--- src/rtl/hls_run_sequencer_if.sv ---
// Bus between the run sequencer, its host register bank, the accelerator and the result consumer.
// Stats outputs exist only when HLS_RUN_SEQUENCER_STATS_EN is defined.
interface hls_run_sequencer_if #(
   parameter int CNT_W  = 32,
   parameter int RUNS_W = 16
);
   logic              go;
   logic [RUNS_W-1:0] num_runs;
   logic [CNT_W-1:0]  timeout_cycles;
   logic              abort;
   logic              dut_reset;
   logic              dut_start_port;
   logic              dut_done_port;
   logic              busy;
   logic              campaign_done;
   logic              res_valid;
   logic              res_ready;
   logic [1:0]        res_status;
   logic [CNT_W-1:0]  res_cycles;
   logic [RUNS_W-1:0] res_index;
`ifdef HLS_RUN_SEQUENCER_STATS_EN
   logic [CNT_W-1:0]        stat_min_cycles;
   logic [CNT_W-1:0]        stat_max_cycles;
   logic [CNT_W+RUNS_W-1:0] stat_sum_cycles;
`endif

   modport slave (
      input  go, num_runs, timeout_cycles, abort, dut_done_port, res_ready,
      output dut_reset, dut_start_port, busy, campaign_done,
      output res_valid, res_status, res_cycles, res_index
`ifdef HLS_RUN_SEQUENCER_STATS_EN
      , output stat_min_cycles, stat_max_cycles, stat_sum_cycles
`endif
   );

   modport master (
      output go, num_runs, timeout_cycles, abort, dut_done_port, res_ready,
      input  dut_reset, dut_start_port, busy, campaign_done,
      input  res_valid, res_status, res_cycles, res_index
`ifdef HLS_RUN_SEQUENCER_STATS_EN
      , input stat_min_cycles, stat_max_cycles, stat_sum_cycles
`endif
   );
endinterface

--- src/rtl/hls_run_sequencer.sv ---
// Back-to-back run controller for an HLS accelerator: reset, start, time, record into a result FIFO.
// Optional min/max/sum cycle statistics enabled by defining HLS_RUN_SEQUENCER_STATS_EN.
//
// state    | meaning
// ---------+----------------------------------------------------------
// S_IDLE   | waiting for go, DUT reset released
// S_DRST   | DUT reset held low for RST_CYCLES cycles
// S_START  | single-cycle start pulse, cycle counter loaded with 1
// S_WAIT   | counting cycles until done, abort or watchdog expiry
// S_RECORD | pushing {status, cycles, index}; stalls while FIFO full
// S_FINISH | campaign_done pulse, busy drops on the following cycle
module hls_run_sequencer #(
   parameter int CNT_W      = 32,
   parameter int RUNS_W     = 16,
   parameter int FIFO_DEPTH = 4,
   parameter int RST_CYCLES = 2
) (
   input logic                  clock,
   input logic                  reset,
   hls_run_sequencer_if.slave   bus
);
   localparam int AW    = $clog2(FIFO_DEPTH);
   localparam int REC_W = 2 + CNT_W + RUNS_W;
   localparam int RCW   = (RST_CYCLES > 1) ? $clog2(RST_CYCLES) : 1;
   localparam logic [RCW-1:0] RST_INIT = RCW'(RST_CYCLES - 1);

   localparam logic [1:0] ST_DONE    = 2'b01;
   localparam logic [1:0] ST_TIMEOUT = 2'b10;
   localparam logic [1:0] ST_ABORT   = 2'b11;

   typedef enum logic [2:0] {
      S_IDLE, S_DRST, S_START, S_WAIT, S_RECORD, S_FINISH
   } state_t;

   state_t            state_q;
   logic              dut_reset_q;
   logic              start_q;
   logic              busy_q;
   logic              campaign_done_q;
   logic [RUNS_W-1:0] runs_q;
   logic [RUNS_W-1:0] idx_q;
   logic [CNT_W-1:0]  tmo_q;
   logic [CNT_W-1:0]  cnt_q;
   logic [RCW-1:0]    rst_cnt_q;
   logic [1:0]        status_q;

   logic [REC_W-1:0]  mem_q [FIFO_DEPTH];
   logic [AW-1:0]     wptr_q;
   logic [AW-1:0]     rptr_q;
   logic [AW:0]       count_q;
   logic              full;
   logic              empty;
   logic              push;
   logic              pop;

`ifdef HLS_RUN_SEQUENCER_STATS_EN
   localparam int SUM_W = CNT_W + RUNS_W;
   logic [CNT_W-1:0] min_q;
   logic [CNT_W-1:0] max_q;
   logic [SUM_W-1:0] sum_q;
`endif

   assign full  = (count_q == (AW+1)'(FIFO_DEPTH));
   assign empty = (count_q == '0);
   assign pop   = !empty && bus.res_ready;
   // A pop frees the slot in the same cycle, so a full FIFO being drained still accepts the push.
   assign push  = (state_q == S_RECORD) && (!full || pop);

   always_ff @(posedge clock or negedge reset) begin
      if (!reset) begin
         state_q         <= S_IDLE;
         dut_reset_q     <= 1'b0;
         start_q         <= 1'b0;
         busy_q          <= 1'b0;
         campaign_done_q <= 1'b0;
         runs_q          <= '0;
         idx_q           <= '0;
         tmo_q           <= '0;
         cnt_q           <= '0;
         rst_cnt_q       <= '0;
         status_q        <= '0;
`ifdef HLS_RUN_SEQUENCER_STATS_EN
         min_q           <= '0;
         max_q           <= '0;
         sum_q           <= '0;
`endif
      end else begin
         start_q         <= 1'b0;
         campaign_done_q <= 1'b0;
         case (state_q)
            S_IDLE: begin
               dut_reset_q <= 1'b1;
               if (bus.go) begin
                  runs_q <= bus.num_runs;
                  tmo_q  <= bus.timeout_cycles;
                  busy_q <= 1'b1;
                  idx_q  <= '0;
                  cnt_q  <= '0;
`ifdef HLS_RUN_SEQUENCER_STATS_EN
                  min_q  <= '1;
                  max_q  <= '0;
                  sum_q  <= '0;
`endif
                  if (bus.num_runs == '0) begin
                     state_q         <= S_FINISH;
                     campaign_done_q <= 1'b1;
                  end else begin
                     state_q     <= S_DRST;
                     dut_reset_q <= 1'b0;
                     rst_cnt_q   <= RST_INIT;
                  end
               end
            end
            S_DRST: begin
               if (bus.abort) begin
                  status_q    <= ST_ABORT;
                  state_q     <= S_RECORD;
                  dut_reset_q <= 1'b1;
               end else if (rst_cnt_q == '0) begin
                  state_q     <= S_START;
                  dut_reset_q <= 1'b1;
                  start_q     <= 1'b1;
                  cnt_q       <= CNT_W'(1);
               end else begin
                  rst_cnt_q <= rst_cnt_q - RCW'(1);
               end
            end
            S_START: begin
               if (bus.abort) begin
                  status_q <= ST_ABORT;
                  state_q  <= S_RECORD;
               end else begin
                  state_q <= S_WAIT;
               end
            end
            S_WAIT: begin
               if (bus.dut_done_port) begin
                  status_q <= ST_DONE;
                  state_q  <= S_RECORD;
               end else if (bus.abort) begin
                  status_q <= ST_ABORT;
                  state_q  <= S_RECORD;
               end else if ((tmo_q != '0) && (cnt_q == tmo_q)) begin
                  status_q <= ST_TIMEOUT;
                  state_q  <= S_RECORD;
               end else if (cnt_q != '1) begin
                  cnt_q <= cnt_q + CNT_W'(1);
               end
            end
            S_RECORD: begin
               if (push) begin
                  idx_q <= idx_q + RUNS_W'(1);
`ifdef HLS_RUN_SEQUENCER_STATS_EN
                  if (status_q == ST_DONE) begin
                     if (cnt_q < min_q) min_q <= cnt_q;
                     if (cnt_q > max_q) max_q <= cnt_q;
                     sum_q <= sum_q + SUM_W'(cnt_q);
                  end
`endif
                  if ((idx_q == runs_q - RUNS_W'(1)) || (status_q != ST_DONE)) begin
                     state_q         <= S_FINISH;
                     campaign_done_q <= 1'b1;
                  end else begin
                     state_q     <= S_DRST;
                     dut_reset_q <= 1'b0;
                     rst_cnt_q   <= RST_INIT;
                     cnt_q       <= '0;
                  end
               end
            end
            S_FINISH: begin
               busy_q      <= 1'b0;
               dut_reset_q <= 1'b1;
               state_q     <= S_IDLE;
            end
            default: state_q <= S_IDLE;
         endcase
      end
   end

   always_ff @(posedge clock or negedge reset) begin
      if (!reset) begin
         for (int i = 0; i < FIFO_DEPTH; i++) mem_q[i] <= '0;
         wptr_q  <= '0;
         rptr_q  <= '0;
         count_q <= '0;
      end else begin
         if (push) begin
            mem_q[wptr_q] <= {status_q, cnt_q, idx_q};
            wptr_q        <= wptr_q + AW'(1);
         end
         if (pop) rptr_q <= rptr_q + AW'(1);
         case ({push, pop})
            2'b10:   count_q <= count_q + (AW+1)'(1);
            2'b01:   count_q <= count_q - (AW+1)'(1);
            default: count_q <= count_q;
         endcase
      end
   end

   assign bus.dut_reset      = dut_reset_q;
   assign bus.dut_start_port = start_q;
   assign bus.busy           = busy_q;
   assign bus.campaign_done  = campaign_done_q;
   assign bus.res_valid      = !empty;
   assign {bus.res_status, bus.res_cycles, bus.res_index} = mem_q[rptr_q];
`ifdef HLS_RUN_SEQUENCER_STATS_EN
   assign bus.stat_min_cycles = min_q;
   assign bus.stat_max_cycles = max_q;
   assign bus.stat_sum_cycles = sum_q;
`endif
endmodule

--- src/flat_wrapper.sv ---
// flat-port wrapper written by rule: the top's interface ports become plain ports
module hls_run_sequencer_flat 
#(
   parameter int CNT_W      = 32,
   parameter int RUNS_W     = 16,
   parameter int FIFO_DEPTH = 4,
   parameter int RST_CYCLES = 2
)
  (clock, reset, bus_go, bus_num_runs, bus_timeout_cycles, bus_abort, bus_dut_done_port, bus_res_ready, bus_dut_reset, bus_dut_start_port, bus_busy, bus_campaign_done, bus_res_valid, bus_res_status, bus_res_cycles, bus_res_index);
  hls_run_sequencer_if #(.CNT_W(CNT_W), .RUNS_W(RUNS_W)) bus_i ();
  input logic clock;
  input logic reset;
  input wire logic [$bits(bus_i.go)-1:0] bus_go;
  input wire logic [$bits(bus_i.num_runs)-1:0] bus_num_runs;
  input wire logic [$bits(bus_i.timeout_cycles)-1:0] bus_timeout_cycles;
  input wire logic [$bits(bus_i.abort)-1:0] bus_abort;
  input wire logic [$bits(bus_i.dut_done_port)-1:0] bus_dut_done_port;
  input wire logic [$bits(bus_i.res_ready)-1:0] bus_res_ready;
  output wire logic [$bits(bus_i.dut_reset)-1:0] bus_dut_reset;
  output wire logic [$bits(bus_i.dut_start_port)-1:0] bus_dut_start_port;
  output wire logic [$bits(bus_i.busy)-1:0] bus_busy;
  output wire logic [$bits(bus_i.campaign_done)-1:0] bus_campaign_done;
  output wire logic [$bits(bus_i.res_valid)-1:0] bus_res_valid;
  output wire logic [$bits(bus_i.res_status)-1:0] bus_res_status;
  output wire logic [$bits(bus_i.res_cycles)-1:0] bus_res_cycles;
  output wire logic [$bits(bus_i.res_index)-1:0] bus_res_index;
  assign bus_i.go = bus_go;
  assign bus_i.num_runs = bus_num_runs;
  assign bus_i.timeout_cycles = bus_timeout_cycles;
  assign bus_i.abort = bus_abort;
  assign bus_i.dut_done_port = bus_dut_done_port;
  assign bus_i.res_ready = bus_res_ready;
  assign bus_dut_reset = bus_i.dut_reset;
  assign bus_dut_start_port = bus_i.dut_start_port;
  assign bus_busy = bus_i.busy;
  assign bus_campaign_done = bus_i.campaign_done;
  assign bus_res_valid = bus_i.res_valid;
  assign bus_res_status = bus_i.res_status;
  assign bus_res_cycles = bus_i.res_cycles;
  assign bus_res_index = bus_i.res_index;
  hls_run_sequencer #(.CNT_W(CNT_W), .RUNS_W(RUNS_W), .FIFO_DEPTH(FIFO_DEPTH), .RST_CYCLES(RST_CYCLES)) u_core (.clock(clock), .reset(reset), .bus(bus_i));
endmodule
--- config.mk ---
export PLATFORM = sky130hd
export DESIGN_NAME = hls_run_sequencer_flat
export DESIGN_NICKNAME = d
export VERILOG_FILES = /design/src/rtl/hls_run_sequencer_if.sv /design/src/rtl/hls_run_sequencer.sv /design/src/flat_wrapper.sv
export SDC_FILE = /design/constraint.sdc
export NUM_CORES = 1
export LEC_CHECK = 0
export CORE_MARGIN = 8
export CORE_UTILIZATION = 63
export CTS_CLUSTER_DIAMETER = 30
export CTS_CLUSTER_SIZE = 10
export DETAILED_ROUTE_END_ITERATION = 10
export DONT_BUFFER_PORTS = 1
export PLACE_DENSITY_LB_ADDON = 0.08
export RECOVER_POWER = 50
export SYNTH_ARGS = -nofsm -noshare
export SYNTH_HDL_FRONTEND = slang
export SYNTH_SLANG_ARGS = --single-unit
export TNS_END_PERCENT = 100
--- constraint.sdc ---
create_clock -name clock -period 3.9 [get_ports clock]
set_clock_uncertainty 0.05 [all_clocks]
set_input_delay 1.17 -clock clock [delete_from_list [all_inputs] [get_ports clock]]
set_output_delay 1.17 -clock clock [all_outputs]
set_load 0.01 [all_outputs]
==> metrics.yaml, run 1 <==
finish:
  antenna_cells_inserted: 0
  mostFrequentLayoutCell: "dfrtp_1"
  layout_common_cells: "dfrtp_1 (311), mux2_2 (227), clkbuf_16 (61)"
  layout_net_count: 1233
  area_delta_synth_final_pct: 15.62
  number_of_non_filler_instances_in_the_completed_layout: 1540
  fraction_of_final_layout_cells_with_drive_strength_greater_than_1_pct: 35.95
clock_tree:
  clkTransAtPathRegs_ps: 50
  tritoncts_clock_tree: "yes"
  clock_latency_ps: 570
  clock_tree.htree_level_count: 2
  max-clock-path-buffers: 3
  ctsHoldBuffers: 0
  clk_root_buffer_cell: "clkbuf_16"
  post-cts-setup-buffer-count: 0
  post_cts.resized_instances: 0
  cts_inserted_buffers: 61
  clkSinkCount: 313
sta:
  rsz_0062_raised_after_global_routing: "false"
  max-slew-margin-rel_pct: -9.365
  finalHoldViolations: 0
  fmax_ghz: 0.2907
  tightestPinTransition_ps: 1640
  setup_violations: 0
  timing.setup.tns_ps: 0
  post-route-min-period_ps: 3440
  final_clock_period_utilization_by_the_worst_path_pct: 88.21
  fin_hold_ws_ps: 256.5
  final_number_of_max_transition_violations: 67
global_routing:
  grtUsageMet2_pct: 38.16
  grt_overflow_total: 0
  grt_most_used_layer: "met2"
  grt_start_max_net_pins: 314
  grt_util_met3_pct: 5.445
  wire_length_of_the_first_global_routing_pass_mm: 55.06
  vias_in_the_first_global_route: 10170
  global_route.usage.met1_pct: 31.59
  antenna_found_initial: 0
  grtUsageTotal_pct: 23.79
die:
  effective_utilization_at_floorplan_pct: 64.04
  die-area_um2: 29060
  pin_count: 109
  core-area_um2: 23470
  die_height_um: 170.5
  rows: 56
  fp.dieW_um: 170.5
placement:
  hpwl_mm: 21.14
  place.port_buffers: 0
  gpl.final_weighted_congestion: 0.8258
  numPlacedInstances: 1427
synthesis:
  synth_top_family_by_area: "multiplexers"
  synth_area_leader_cell: "dfrtp_1"
  syn-cell-area_um2: 15030
  synth.area.mux_share_pct: 24.56
  yosysWarningCount: 0
  synth-seq-area-share_pct: 52.11
  number_of_flops_mapped_to_enable_cells_by_yosys: 0
  yosys.area_share.simple_pct: 9.539
  synth_cell_type_count: 63
  netlist_top_cells_area: "dfrtp_1 (52%), mux2_2 (17%), mux4_2 (7.5%)"
  ys_async_sr_fraction_pct: 100.0
  postSynthRegisterBits: 313
  synthCells: 1180
  synth.net_count: 1242
  synthesis.area_per_instance_um2: 12.74
  synth_adder_area_share_pct: 0.7158
  synth_area_in_compound_gates_pct: 5.677
  synth_top_area_share_pct: 52.11
  ys_dominant_reg_cell: "dfrtp_1"
  synth_xor_xnor_area_share_pct: 3.962
flow_run:
  maximum_capacitance_violations: 1
routing:
  routed-via-count: 9595
  final_antenna_net_count: 0
  remaining_drc_errors: 0
  first_iteration_detailed_routing_drc_count: 743
  detail_route.wirelength_mm: 33.49
  detail_route.first_pass.iterations: 5
  post_drt_wl_per_cell_um: 21.74
  avgViaCountPerCell: 6.231
worst_setup_path:
  critPathTopFamily: "flip-flops"
  capture_point_of_the_worst_reg_to_reg_path: "u_core.idx_q[15]"
  rr_worst_depth: 9
  endpoint_kind: "output pin"
  cpPeakStageDelay_ps: 720
  critical_path.max_fanout: 21
  r2r_slack_ps: 520
  setup.worst_path.start_class: "flop"
  critical_path.cell_chain: "buf_4 -> mux4_2"
  setup.worst_path.class: "reg -> out"
  required_ps: 2680
  critical_path_data_arrival_time_ps: 2220
  critical_path.n_buffers_inverters: 1
  slowest_library_cell_on_the_worst_path: "dfrtp_4"
  r2r-start: "u_core.state_q[1]"
run_status:
  failed_checks: "capacitance limit, slew limit"
  status: "finished, violations left"
min_path:
  holdCritPathClass: "in -> async"
power_and_ir_drop:
  vdd_ir_drop_max_v: 0.0004854
  power_per_unit_of_standard_cell_area_nw_per_um2: 717.8
  static-leakage-power_uw: 0.007923
-- synthesized netlist by cell type, drive strengths merged (3+ instances only) --
cell type and number:
nand2 53, nand2b 9, or4 10, o21ai 72, or3 17, nor3 15
and2 3, o31ai 12, clkbuf 69, xnor2 19, and4 4, inv 20
nor4 30, ha 7, nand4 29, xor2 49, a21oi 32, and3 13
nor2 41, nand3 22, o31a 3, buf 27, nand3b 4, mux2 227
dfrtp 313, mux4 50
-- final cells by class --
| type | instances | area (um^2) |
|---|---|---|
| sequential | 313 | 7838 |
| inverter | 20 | 75.07 |
| timing repair buffer | 24 | 207.7 |
| tap | 319 | 399.1 |
| clock inverter | 39 | 521.8 |
| clock buffer | 74 | 1645 |
| fill | 1550 | 6093 |
| multi-input combinational | 751 | 6693 |
-- metal layers --
| layer | up-vias | part of all wire (%) |
|---|---|---|
| met4 | 0 | 2.5 |
| met2 | 267 | 48 |
| met3 | 63 | 6.0 |
| met5 | - | 0 |
| met1 | 4938 | 43 |
| li1 | 4327 | - |
-- worst max path at each step --
stage	startpoint	cells after the start	slack (ps)	to
floorplan	bus_res_ready	6	740	u_core.mem_q[104]
global placement	bus_res_ready	9	720	u_core.idx_q[15]
detailed placement	bus_res_ready	9	620	u_core.idx_q[15]
CTS	u_core.rptr_q[0]	2	390	bus_res_cycles[20]
global route	u_core.state_q[1]	9	250	u_core.idx_q[13]
finish	u_core.rptr_q[0]	2	460	bus_res_cycles[20]
-- stage by stage --
stage | util (%) | setup WS [ps] | power [uW] | instance area (um^2)
global route | 74.04 | 252.4 | 13050 | 17380
global placement | 64.88 | 715.4 | 7040 | 15230
CTS | 74.11 | 389.5 | 12570 | 17400
floorplan | - | 735.9 | 6508 | 15030
finish | 74.04 | 459.8 | 12470 | 17380
detailed placement | 64.88 | 617.3 | 7107 | 15230
-- logic make-up after synthesis --
group           Yosys count
compound gates          136
xor+xnor                 68
mux                     278
flops                   313
fa+ha+maj                 8
simple gates            261
buf+inv                 116
-- flip-flops by register name (all words and copies together) (netlist names), 2 cells and up --
register	count
u_core.mem_q	200
u_core.cnt_q	32
u_core.tmo_q	32
u_core.idx_q	16
u_core.runs_q	16
u_core.count_q	3
u_core.state_q	3
u_core.rptr_q	2
u_core.status_q	2
u_core.wptr_q	2
-- power breakdown --
group | switching, uW | leakage (uW) | internal, uW | total, uW
clock network | 1740 | 0.00104 | 3670 | 5410
logic | 1420 | 0.00270 | 1250 | 2670
registers | 631 | 0.00419 | 3770 | 4400
total | 3790 | 0.00792 | 8690 | 12500
-- worst register-to-register path, cell delays in order, from the launching register on --
cell and delay, ps:
dfrtp_1 350, clkbuf_1 320, nor3b_1 650, nor2b_1 440, or2_2 240, nand4_1 240
nor3_1 480, nand3_1 180, xor2_1 170, nor2_1 60
(Power assumes the default switching activity.)
==> run 2, diff against run 1 <==
--- a/config.mk
+++ b/config.mk
@@ -5,8 +5,9 @@
 export SDC_FILE = /design/constraint.sdc
 export NUM_CORES = 1
 export LEC_CHECK = 0
-export CORE_MARGIN = 8
+export CORE_MARGIN = 2
 export CORE_UTILIZATION = 63
+export CTS_BUF_LIST = sky130_fd_sc_hd__clkbuf_2
 export CTS_CLUSTER_DIAMETER = 30
 export CTS_CLUSTER_SIZE = 10
 export DETAILED_ROUTE_END_ITERATION = 10
==> constraint.sdc (replaced) <==
create_clock -name clock -period 4.4 [get_ports clock]
set_clock_uncertainty 0.05 [all_clocks]
set_input_delay 1.32 -clock clock [delete_from_list [all_inputs] [get_ports clock]]
set_output_delay 1.32 -clock clock [all_outputs]
set_load 0.01 [all_outputs]
==> run 2 against run 1 <==
Hold slack got worse by 160 ps. Core utilization shrank 5.8 points. Sequential power fell by 13%. Final area is 7.8% lower. Flip-flop and latch count unchanged. Non-clock buffer count shrank 5. Largest power group is now registers. The run still ends with capacitance limit, slew limit left. Sequential share of layout area is 3.8 points higher. Die area is 14% lower. Critical path depth is the same. Routed wire length is 4.8% lower.
==> metrics.yaml, run 2 (synthesis gave the netlist of run 1 again) <==
worst_setup_path:
  critical_path.max_fanout: 36
  capture_point_of_the_worst_reg_to_reg_path: "u_core.cnt_q[27]"
  critical_path.cell_chain: "buf_12 -> mux4_2"
  r2r_slack_ps: 830
  cpPeakStageDelay_ps: 680
  critical_path_data_arrival_time_ps: 2540
  setup.worst_path.class: "reg -> out"
  required_ps: 3030
  critPathTopFamily: "flip-flops"
  slowest_library_cell_on_the_worst_path: "dfrtp_4"
  endpoint_kind: "output pin"
  critical_path.n_buffers_inverters: 1
  rr_worst_depth: 11
  setup.worst_path.start_class: "flop"
  r2r-start: "u_core.runs_q[0]"
clock_tree:
  clkSinkCount: 313
  clock_tree.htree_level_count: 2
  max-clock-path-buffers: 3
  cts_inserted_buffers: 61
  clk_root_buffer_cell: "clkbuf_2"
  tritoncts_clock_tree: "yes"
  clkTransAtPathRegs_ps: 140
  clock_latency_ps: 880
power_and_ir_drop:
  static-leakage-power_uw: 0.007354
  power_per_unit_of_standard_cell_area_nw_per_um2: 523.8
  totalPowerFinal_uw: 8393
  vdd_ir_drop_max_v: 0.0003150
die:
  rows: 56
  effective_utilization_at_floorplan_pct: 64.04
  die-area_um2: 25110
  fp.dieW_um: 158.5
  die_height_um: 158.5
  core-area_um2: 23470
  pin_count: 109
finish:
  layout_net_count: 1228
  mostFrequentLayoutCell: "dfrtp_1"
  layout_common_cells: "dfrtp_1 (311), mux2_2 (227), clkbuf_2 (66)"
  fillerInstances: 1763
  largest_reg_flops: 200
  top_register: "u_core.mem_q"
  reg_top3: "u_core.mem_q: 200 flops, u_core.cnt_q: 32 flops, u_core.tmo_q: 32 flops"
  area_delta_synth_final_pct: 6.601
  fraction_of_final_layout_cells_with_drive_strength_greater_than_1_pct: 35.47
sta:
  max-slew-margin-rel_pct: -5.729
  timing.setup.tns_ps: 0
  post-route-min-period_ps: 3914
  rsz_0062_raised_after_global_routing: "false"
  fmax_ghz: 0.2555
  finalHoldViolations: 0
  setup_violations: 0
  tightestPinTransition_ps: 1586
  final_number_of_max_transition_violations: 67
  final_clock_period_utilization_by_the_worst_path_pct: 88.96
flow_run:
  maximum_capacitance_violations: 1
global_routing:
  grt_start_max_net_pins: 300
  grt_overflow_total: 0
  wire_length_of_the_first_global_routing_pass_mm: 51.07
  antenna_found_initial: 1
  vias_in_the_first_global_route: 9443
  grtUsageTotal_pct: 26.21
routing:
  post_drt_wl_per_cell_um: 20.72
  avgViaCountPerCell: 6.172
  remaining_drc_errors: 0
  first_iteration_detailed_routing_drc_count: 706
  final_antenna_net_count: 0
  detail_route.first_pass.iterations: 6
  routed-via-count: 9492
  detail_route.wirelength_mm: 31.87
run_status:
  status: "finished, violations left"
  failed_checks: "capacitance limit, slew limit"
placement:
  place.port_buffers: 0
  hpwl_mm: 20.09
  gpl.final_weighted_congestion: 0.8213
min_path:
  holdCritPathClass: "in -> async"
-- run 2: changes by cell type in the layout (fill, tap and decap cells not counted), sizes merged --
| cell | change |
|---|---|
| buf | -6 |
| bufinv | -2 |
| clkinvlp | +2 |
| dlygate4sd3 | +2 |
| clkinv | +11 |
| diode | +4 |
| clkbuf | -10 |
| inv | -3 |
-- run 2: worst max-delay path by stage --
stage                startpoint                 end  slack [ps]  cells after the start
2_1_floorplan     bus_res_ready   u_core.mem_q[104]        1090                      6
3_3_place_gp      bus_res_ready    u_core.mem_q[65]         930                      6
3_5_place_dp   u_core.runs_q[0]    u_core.cnt_q[31]         860                     11
4_1_cts        u_core.rptr_q[0]  bus_res_cycles[13]         370                      2
5_1_grt        u_core.rptr_q[0]   bus_res_status[1]         280                      2
6_report       u_core.rptr_q[0]   bus_res_cycles[5]         490                      2
-- run 2: per-layer routing --
metal / share of wire [%] / global-route usage, %
met2: 48 / 42.38
met4: 1.6 / 7.036
met1: 44 / 37.17
met5: 0 / 0
met3: 6.1 / 4.654
-- run 2: area by class of cell --
type / instances / area, um^2 / share of cell area [%]
Clock buffer: 65 / 325.3 / 2.030
Timing Repair Buffer: 19 / 191.4 / 1.195
Clock inverter: 47 / 493.0 / 3.076
Inverter: 20 / 75.07 / 0.4685
Tap cell: 319 / 399.1 / 2.491
Sequential cell: 313 / 7838 / 48.91
Multi-Input combinational cell: 751 / 6693 / 41.77
Antenna cell: 4 / 10.01 / 0.06247
-- run 2: per-stage QoR --
step                      setup slack, ps  hold slack [ps]  cell area (um^2)  util, %  instances
after floorplan                      1086            394.3             15030        -       1180
after global placement              926.3            408.6             15190    64.71       1420
after detailed placement            858.9            419.9             15190    64.71       1420
after CTS                           372.5            1.863             16030    68.28       1534
after global routing                284.6            14.15             16020    68.27       1538
final                               485.6            98.20             16020    68.27       1538
-- run 2: power by group --
part | switching, uW | internal, uW
Sequential | 529 | 3330
Combinational | 1250 | 1080
Clock | 1240 | 964
-- run 2: timing repair --
item                      in CTS  in global routing
hold endpoints to repair      13                  0
setup buffers                  0                  0
hold buffers                   2                  0
resized for setup              0                  0
